### src/rtl/manch_pkg.sv
// -----------------------------------------------------------------------------
// manch_pkg
// Shared types, line-coding constants and timing-window helpers for the
// Manchester decoder (manchester_decoder_mealy) and its edge front end.
// Optional feature macro used by the decoder: MANCH_DEC_GLITCH_FILTER_EN.
// -----------------------------------------------------------------------------
package manch_pkg;

  // Decoder state: searching for a mid-bit edge pair, or tracking mid-bit edges.
  typedef enum logic [0:0] {
    HUNT   = 1'b0,
    LOCKED = 1'b1
  } manch_state_e;

  // Bit 0 is "01" (rising mid-bit edge); the line rests low between frames.
  localparam logic BIT0_MID_RISE = 1'b1;
  localparam logic IDLE_LEVEL    = 1'b0;

  // Edge one half-bit after the reference edge (a bit-boundary edge).
  function automatic logic in_win_b(input int unsigned cnt,
                                    input int unsigned ovs,
                                    input int unsigned tol);
    return (cnt >= (ovs - tol)) && (cnt <= (ovs + tol));
  endfunction

  // Edge one full bit after the reference edge (the next mid-bit edge).
  function automatic logic in_win_m(input int unsigned cnt,
                                    input int unsigned ovs,
                                    input int unsigned tol);
    return (cnt >= ((2 * ovs) - tol)) && (cnt <= ((2 * ovs) + tol));
  endfunction

  // 2-of-3 majority vote.
  function automatic logic maj3(input logic a, input logic b, input logic c);
    return (a & b) | (a & c) | (b & c);
  endfunction

endpackage

### src/rtl/manch_edge_sync.sv
// -----------------------------------------------------------------------------
// manch_edge_sync
// Brings the asynchronous Manchester line into the clock domain and flags
// level changes on it.
//   MANCH_DEC_GLITCH_FILTER_EN defined  : a registered 2-of-3 majority over the
//     last three synchronised samples feeds the edge detector; single-cycle
//     glitches vanish and the edge appears 2 cycles later.
//   MANCH_DEC_GLITCH_FILTER_EN undefined: the second synchroniser flop feeds the
//     edge detector directly.
// Ports:
//   i_clk    decoder clock, rising edge
//   i_rst_n  synchronous active-low reset
//   i_line   raw serial line
//   o_edge   level changed between the two most recent samples
//   o_rise   that change was low-to-high
// -----------------------------------------------------------------------------
module manch_edge_sync
  import manch_pkg::*;
(
  input  logic i_clk,
  input  logic i_rst_n,
  input  logic i_line,
  output logic o_edge,
  output logic o_rise
);

  logic r_s1;
  logic r_s2;
  logic r_s3;

`ifdef MANCH_DEC_GLITCH_FILTER_EN
  logic r_s4;
  logic r_flt;
  logic r_flt_d;

  // Synchroniser, sample history and registered majority filter.
  always_ff @(posedge i_clk) begin
    if (!i_rst_n) begin
      r_s1    <= IDLE_LEVEL;
      r_s2    <= IDLE_LEVEL;
      r_s3    <= IDLE_LEVEL;
      r_s4    <= IDLE_LEVEL;
      r_flt   <= IDLE_LEVEL;
      r_flt_d <= IDLE_LEVEL;
    end else begin
      r_s1    <= i_line;
      r_s2    <= r_s1;
      r_s3    <= r_s2;
      r_s4    <= r_s3;
      r_flt   <= maj3(r_s2, r_s3, r_s4);
      r_flt_d <= r_flt;
    end
  end

  assign o_edge = r_flt ^ r_flt_d;
  assign o_rise = r_flt & ~r_flt_d;
`else
  // Two-flop synchroniser plus one sample of history for edge detection.
  always_ff @(posedge i_clk) begin
    if (!i_rst_n) begin
      r_s1 <= IDLE_LEVEL;
      r_s2 <= IDLE_LEVEL;
      r_s3 <= IDLE_LEVEL;
    end else begin
      r_s1 <= i_line;
      r_s2 <= r_s1;
      r_s3 <= r_s2;
    end
  end

  assign o_edge = r_s2 ^ r_s3;
  assign o_rise = r_s2 & ~r_s3;
`endif

endmodule

### src/rtl/manchester_decoder_mealy.sv
// -----------------------------------------------------------------------------
// manchester_decoder_mealy
// Oversampling Manchester receiver. Measures the interval between line edges,
// locks once two edges one bit period apart are seen, then emits one NRZ bit
// per mid-bit edge. Boundary edges (half a bit after a mid edge) are ignored;
// any other interval while locked is a coding error. A silent line for longer
// than one bit period plus tolerance ends the frame.
// Optional feature macro: MANCH_DEC_GLITCH_FILTER_EN (see manch_edge_sync).
// Parameters:
//   OVS  clock cycles per half-bit, 4..64
//   TOL  edge timing tolerance in cycles, 0 <= TOL < OVS/2
// Ports:
//   clock      decoder clock, rising edge
//   reset_b    synchronous active-low reset
//   line_in    Manchester line, unsynchronised
//   bit_out    recovered bit, valid when bit_valid is high; held otherwise
//   bit_valid  one-cycle strobe per recovered bit
//   locked     high while tracking mid-bit edges
//   code_err   one-cycle strobe on an illegal edge interval while locked
// -----------------------------------------------------------------------------
module manchester_decoder_mealy
  import manch_pkg::*;
#(
  parameter int unsigned OVS = 4,
  parameter int unsigned TOL = 1
) (
  input  logic clock,
  input  logic reset_b,
  input  logic line_in,
  output logic bit_out,
  output logic bit_valid,
  output logic locked,
  output logic code_err
);

  localparam int unsigned CNT_MAX = 4 * OVS;
  localparam int unsigned CW      = $clog2(4 * OVS + 1);
  localparam int unsigned EOF_CNT = 2 * OVS + TOL + 1;

  manch_state_e   r_state;
  logic [CW-1:0]  r_cnt;
  logic           r_have_edge;
  logic           r_bit_out;
  logic           r_bit_valid;
  logic           r_locked;
  logic           r_code_err;

  manch_state_e   w_state_nxt;
  logic [CW-1:0]  w_cnt_nxt;
  logic [CW-1:0]  w_cnt_now;
  logic           w_have_edge_nxt;
  logic           w_bit_nxt;
  logic           w_valid_nxt;
  logic           w_err_nxt;
  logic           w_edge;
  logic           w_rise;
  logic           w_bit;
  logic           w_in_b;
  logic           w_in_m;

  manch_edge_sync u_edge_sync (
    .i_clk   (clock),
    .i_rst_n (reset_b),
    .i_line  (line_in),
    .o_edge  (w_edge),
    .o_rise  (w_rise)
  );

  // r_cnt is cleared in the cycle of a reference edge, so the elapsed cycle
  // count seen by an edge in the current cycle is r_cnt + 1 (saturating).
  assign w_cnt_now = (r_cnt == CW'(CNT_MAX)) ? r_cnt : (r_cnt + CW'(1));
  assign w_in_b    = in_win_b(32'(w_cnt_now), OVS, TOL);
  assign w_in_m    = in_win_m(32'(w_cnt_now), OVS, TOL);
  assign w_bit     = w_rise ^ BIT0_MID_RISE;

  // Next-state, interval counter and strobe decisions.
  always_comb begin
    w_state_nxt     = r_state;
    w_cnt_nxt       = w_cnt_now;
    w_have_edge_nxt = r_have_edge;
    w_bit_nxt       = r_bit_out;
    w_valid_nxt     = 1'b0;
    w_err_nxt       = 1'b0;
    case (r_state)
      HUNT: begin
        if (w_edge) begin
          w_cnt_nxt       = '0;
          w_have_edge_nxt = 1'b1;
          // Two edges a bit period apart must both be mid-bit edges.
          if (r_have_edge && w_in_m) begin
            w_state_nxt = LOCKED;
            w_valid_nxt = 1'b1;
            w_bit_nxt   = w_bit;
          end else begin
            w_state_nxt = HUNT;
          end
        end else if (w_cnt_now == CW'(CNT_MAX)) begin
          w_have_edge_nxt = 1'b0;
        end else begin
          w_have_edge_nxt = r_have_edge;
        end
      end
      LOCKED: begin
        if (w_edge) begin
          if (w_in_b) begin
            // Boundary edge: keep timing from the previous mid-bit edge.
            w_cnt_nxt = w_cnt_now;
          end else if (w_in_m) begin
            w_cnt_nxt   = '0;
            w_valid_nxt = 1'b1;
            w_bit_nxt   = w_bit;
          end else begin
            // Bad interval; the offending edge seeds the next lock search.
            w_cnt_nxt       = '0;
            w_err_nxt       = 1'b1;
            w_state_nxt     = HUNT;
            w_have_edge_nxt = 1'b1;
          end
        end else if (w_cnt_now == CW'(EOF_CNT)) begin
          w_state_nxt     = HUNT;
          w_have_edge_nxt = 1'b0;
        end else begin
          w_state_nxt = LOCKED;
        end
      end
      default: begin
        w_state_nxt     = HUNT;
        w_cnt_nxt       = '0;
        w_have_edge_nxt = 1'b0;
      end
    endcase
  end

  // State, counter and registered outputs.
  always_ff @(posedge clock) begin
    if (!reset_b) begin
      r_state     <= HUNT;
      r_cnt       <= '0;
      r_have_edge <= 1'b0;
      r_bit_out   <= 1'b0;
      r_bit_valid <= 1'b0;
      r_locked    <= 1'b0;
      r_code_err  <= 1'b0;
    end else begin
      r_state     <= w_state_nxt;
      r_cnt       <= w_cnt_nxt;
      r_have_edge <= w_have_edge_nxt;
      r_bit_out   <= w_bit_nxt;
      r_bit_valid <= w_valid_nxt;
      r_locked    <= (w_state_nxt == LOCKED);
      r_code_err  <= w_err_nxt;
    end
  end

  assign bit_out   = r_bit_out;
  assign bit_valid = r_bit_valid;
  assign locked    = r_locked;
  assign code_err  = r_code_err;

endmodule

### config.mk
export PLATFORM = sky130hd
export DESIGN_NAME = manchester_decoder_mealy
export DESIGN_NICKNAME = d
export VERILOG_FILES = /design/src/rtl/manch_pkg.sv /design/src/rtl/manch_edge_sync.sv /design/src/rtl/manchester_decoder_mealy.sv
export SDC_FILE = /design/constraint.sdc
export NUM_CORES = 1
export LEC_CHECK = 0
export BUFFER_PORTS_ARGS = -buffer_cell sky130_fd_sc_hd__buf_2
export CORE_MARGIN = 2
export CORE_UTILIZATION = 45
export DETAILED_ROUTE_END_ITERATION = 8
export GPL_ROUTABILITY_DRIVEN = 0
export SETUP_SLACK_MARGIN = 0.1
export SYNTH_ARGS = -nofsm -noshare
export SYNTH_HDL_FRONTEND = slang
export SYNTH_SLANG_ARGS = --single-unit
### constraint.sdc
create_clock -name clock -period 3.53 [get_ports clock]
set_input_delay 0.706 -clock clock [delete_from_list [all_inputs] [get_ports clock]]
set_output_delay 0.706 -clock clock [all_outputs]
set_load 0.005 [all_outputs]
==> metrics.sh <==
RUN_STATUS='finished, final reports clean'
FIRST_PASS_GRT_WIRE_LENGTH_UM=2166
CLK_TRANSITION_REPORTED_PATHS_NS=0.08
P_INT_uW=212.6
SYNTH_TOP_CELL_BY_AREA='sky130_fd_sc_hd__dfxtp_1'
DRT_ITER0_DRC=17
CTS-RESIZED-GATES=0
POST_SYNTH.CELL_AREA_AVG_UM2=9.154
IRDROPWORSTVDD_V=0.0001987
NET_SWITCHING_SHARE_OF_THE_TOTAL_POWER_PCT=27.79
POWER.STATIC_LEAKAGE_uW=0.0003112
SYNTH_AREA_LEADERS='sky130_fd_sc_hd__dfxtp_1 36%, sky130_fd_sc_hd__ha_1 8.7%, sky130_fd_sc_hd__xnor2_2 4.5%'
DP_HPWL_UM=934
HOLD_PATH_STARTPOINT='u_edge_sync.r_s1'
FINAL_PERIOD_MINUS_WORST_SETUP_SLACK_NS=2.275
CLOCK_TREE.BUFFER_DEPTH=2
WORST_HOLD_SLACK_NS=0.4377
HOLD_PATH_DEPTH=1
AREA.SEQUENTIAL_UM2=260.3
REPORT.POWER.TOTAL_uW=294.5
FLOORPLAN.INITIALDENSITY_PCT=48.01
N_FILL_CELL=151
R2R_CELLS=7
DRV_SLEW=0
PWR-SHARE-CLK_PCT=31.1
VIAS_PER_CELL=5.146
DIE-HEIGHT_UM=44.09
MIN_PERIOD_OVER_PERIOD_PCT=64.46
YOSYSUNIQUECELLTYPES=30
FINALWIRELENGTH_UM=1218
LARGEST_NET_DEGREE_AT_THE_START_OF_GLOBAL_ROUTING=12
NUMBER_OF_SETUP_BUFFERS_ADDED_AFTER_CTS=0
CHIPWIDTH_UM=44.09
CTS_HOLD_BUFFERS=0
CLOCK_SINK_COUNT=13
WORSTSETUPSTARTPOINTTYPE='flip-flop'
RR_STARTPOINT='r_cnt[0]'
R2R_SLACK_NS=1.25
YS_DOMINANT_REG_CELL='sky130_fd_sc_hd__dfxtp_1'
UNREPAIRED_SETUP_ENDPOINTS_AFTER_GLOBAL_ROUTING='false'
POSTROUTEANTENNANETS=0
SYNTH_TOP_AREA_SHARE_PCT=35.99
FLOORPLAN_DIE_AREA_MM2=0.001944
PLACEMENT.IO_BUFFERS=6
MOST_COMMON_CELL_AFTER_LAYOUT_FILL_AND_TAPS_ASIDE='sky130_fd_sc_hd__dfxtp_1'
AREA_OF_THE_PLACEABLE_CORE_MM2=0.001506
GR-TOTAL-OVERFLOW=0
FINAL_ROUTED_WIRE_LENGTH_DIVIDED_BY_CELL_COUNT_UM=11.83
HOLD_VIOLATIONS=0
MAX_FREQ_MHz=439.5
CELLPOWERDENSITY_mW_PER_MM2=371.8
CRITICAL_PATH_ARRIVAL_NS=2.48
TIMING_WORST_SLEW_PIN_VALUE_NS=0.4720
GRT_PASS1_VIAS=488
DRIVE_GT1_SHARE_PCT=18.39
MIN-DELAY-PATH-CLASS='reg2reg'
TRITONCTS='yes'
GRT_ANTENNA_BEFORE_REPAIR=0
ANTENNA_CELLS=0
GLOBALROUTE.BUSIESTLAYER='met1'
GRTUSAGEMET1_PCT=21.99
STD_CELL_ROWS=14
YS_ASYNC_SR_FRACTION_PCT=0
COMB_POWER_SHARE_PCT=15.6
POST_SYNTHESIS_CELLS=79
PWR-SHARE-SEQ_PCT=53.3
SYNTH_EDF_COUNT=0
SETUP_VIOL_COUNT_FINAL=0
DRC_ERRORS=0
TRACK_USAGE_PCT=15.39
CTS_HTREE_LEVELS=1
DRTPASS1ITERATIONS=4
ENDPOINT_KIND='flip-flop'
NUM_VIAS=530
WORST_SKEW_PAIR.LATE_LATENCY_NS=0.28
SYN-NUM-NETS=87
SYNTHESIS.AREA_UM2=723.2
POSTSYNTHREGISTERBITS=13
SYNTHESIS.YOSYS.WARNINGS=0
SETUP_TOTAL_NEGATIVE_SLACK_NS=0
LAYOUT.CELLS.MOST_COMMON_LIST='13 x sky130_fd_sc_hd__dfxtp_1, 7 x sky130_fd_sc_hd__inv_1, 6 x sky130_fd_sc_hd__buf_2'
MIN_DELAY_WORST_ENDPOINT='u_edge_sync.r_s2'
CRITICAL_PATH.MAX_FANOUT=8
M2_GR_USAGE_PCT=21.76
BOUNDARYPINS=7
AREA.GROWTH.SYNTH_TO_FINAL_PCT=9.516
MAX_SLEW_MARGIN_PCT=67.72
NUMPLACEDINSTANCES=99
NUMBER_OF_BUFFERS_INSERTED_DURING_CLOCK_TREE_SYNTHESIS=3
MAX-CAP-VIOLATIONS=0
CRITICAL_PATH_REQUIRED_TIME_NS=3.74
SYNTH_SEQ_AREA_SHARE_PCT=35.99
MULTI_INPUT_COMB_AREA_UM2=427.9
CRITICALPATHCATEGORY='reg2reg'
CLOCK-ROOT-BUFFER='sky130_fd_sc_hd__clkbuf_4'
FINAL.SETUP_SKEW_NS=0.005690
FINALNETCOUNT=96
POWER_SWITCHING_uW=81.82
FIN_CELLS=103
REG2REG_TO='bit_out'
MET3_USAGE_PCT=2.449
-- cells in the mapped netlist, types with 3 or more instances --
master	instances
sky130_fd_sc_hd__dfxtp_1	13
sky130_fd_sc_hd__inv_1	7
sky130_fd_sc_hd__ha_1	5
sky130_fd_sc_hd__nand3_1	5
sky130_fd_sc_hd__nor2_1	5
sky130_fd_sc_hd__and2_1	4
sky130_fd_sc_hd__nand2_1	4
sky130_fd_sc_hd__nor2b_1	4
sky130_fd_sc_hd__nor3_1	3
sky130_fd_sc_hd__o21ai_1	3
sky130_fd_sc_hd__xnor2_1	3
-- logic make-up (layout without fill, tap and decap cells) --
family / Yosys count / after routing / share of synthesized area, %
adders and majority gates: 5 / 5 / 8.651
muxes: 1 / 1 / 1.384
buffers and inverters: 9 / 17 / 4.844
xor gates and xnor gates: 7 / 7 / 10.55
and+or+nand+nor: 30 / 30 / 23.70
AOI/OAI and AO/OA: 14 / 14 / 14.88
DFF: 13 / 13 / 35.99
-- power groups by stage --
| stage | logic, µW | clock network [µW] | registers [µW] |
|---|---|---|---|
| after floorplan | 38.7 | 0 | 159 |
| after global placement | 46.6 | 0 | 160 |
| after detailed placement | 46.0 | 0 | 160 |
| after CTS | 46.4 | 93.7 | 157 |
| after global routing | 53.2 | 102 | 158 |
| final | 45.9 | 91.6 | 157 |
-- routing by layer --
layer,share of wire [%],vias up
li1,-,289
met1,52,228
met2,43,9
met3,2.3,4
met4,2.1,0
met5,0,-
-- worst max-delay path by stage --
| stage | cells after the start | start | to |
|---|---|---|---|
| after floorplan | 8 | r_cnt[0] | bit_out |
| after global placement | 7 | r_cnt[0] | bit_out |
| after detailed placement | 7 | r_cnt[0] | bit_out |
| after CTS | 7 | r_cnt[0] | bit_out |
| after global routing | 7 | r_cnt[0] | bit_out |
| final | 7 | r_cnt[0] | bit_out |
-- registers in the layout, indices dropped and copies added (netlist names) --
name,cells
u_edge_sync.r_s2,1
u_edge_sync.r_s3,1
u_edge_sync.r_s1,1
r_cnt,5
bit_out,1
locked,1
r_have_edge,1
code_err,1
bit_valid,1
-- stage by stage --
step           util (%)  instance area, µm²  worst slack (ns)
2_1_floorplan         -               723.2             1.543
4_1_cts           52.57               792.0             1.266
3_3_place_gp      50.75               764.5             1.276
6_report          52.57               792.0             1.255
5_1_grt           52.57               792.0            0.9768
3_5_place_dp      50.75               764.5             1.305
-- critical path, cell delays in order (launching register included) --
cell and delay [ns]:
sky130_fd_sc_hd__dfxtp_1 0.45, sky130_fd_sc_hd__inv_1 0.12, sky130_fd_sc_hd__ha_1 0.45, sky130_fd_sc_hd__nand2_1 0.07, sky130_fd_sc_hd__a2111oi_0 0.50, sky130_fd_sc_hd__o21ai_1 0.16
sky130_fd_sc_hd__nor3_1 0.25, sky130_fd_sc_hd__mux2i_1 0.20
-- layout make-up --
cell class | instances | share of cell area [%]
Inverter | 7 | 3.318
Tap cell | 16 | 2.528
Sequential cell | 13 | 32.86
Clock buffer | 3 | 2.844
Multi-Input combinational cell | 57 | 54.03
Timing Repair Buffer | 6 | 3.791
Clock inverter | 1 | 0.6319
Power figures use the tool's default switching activity.
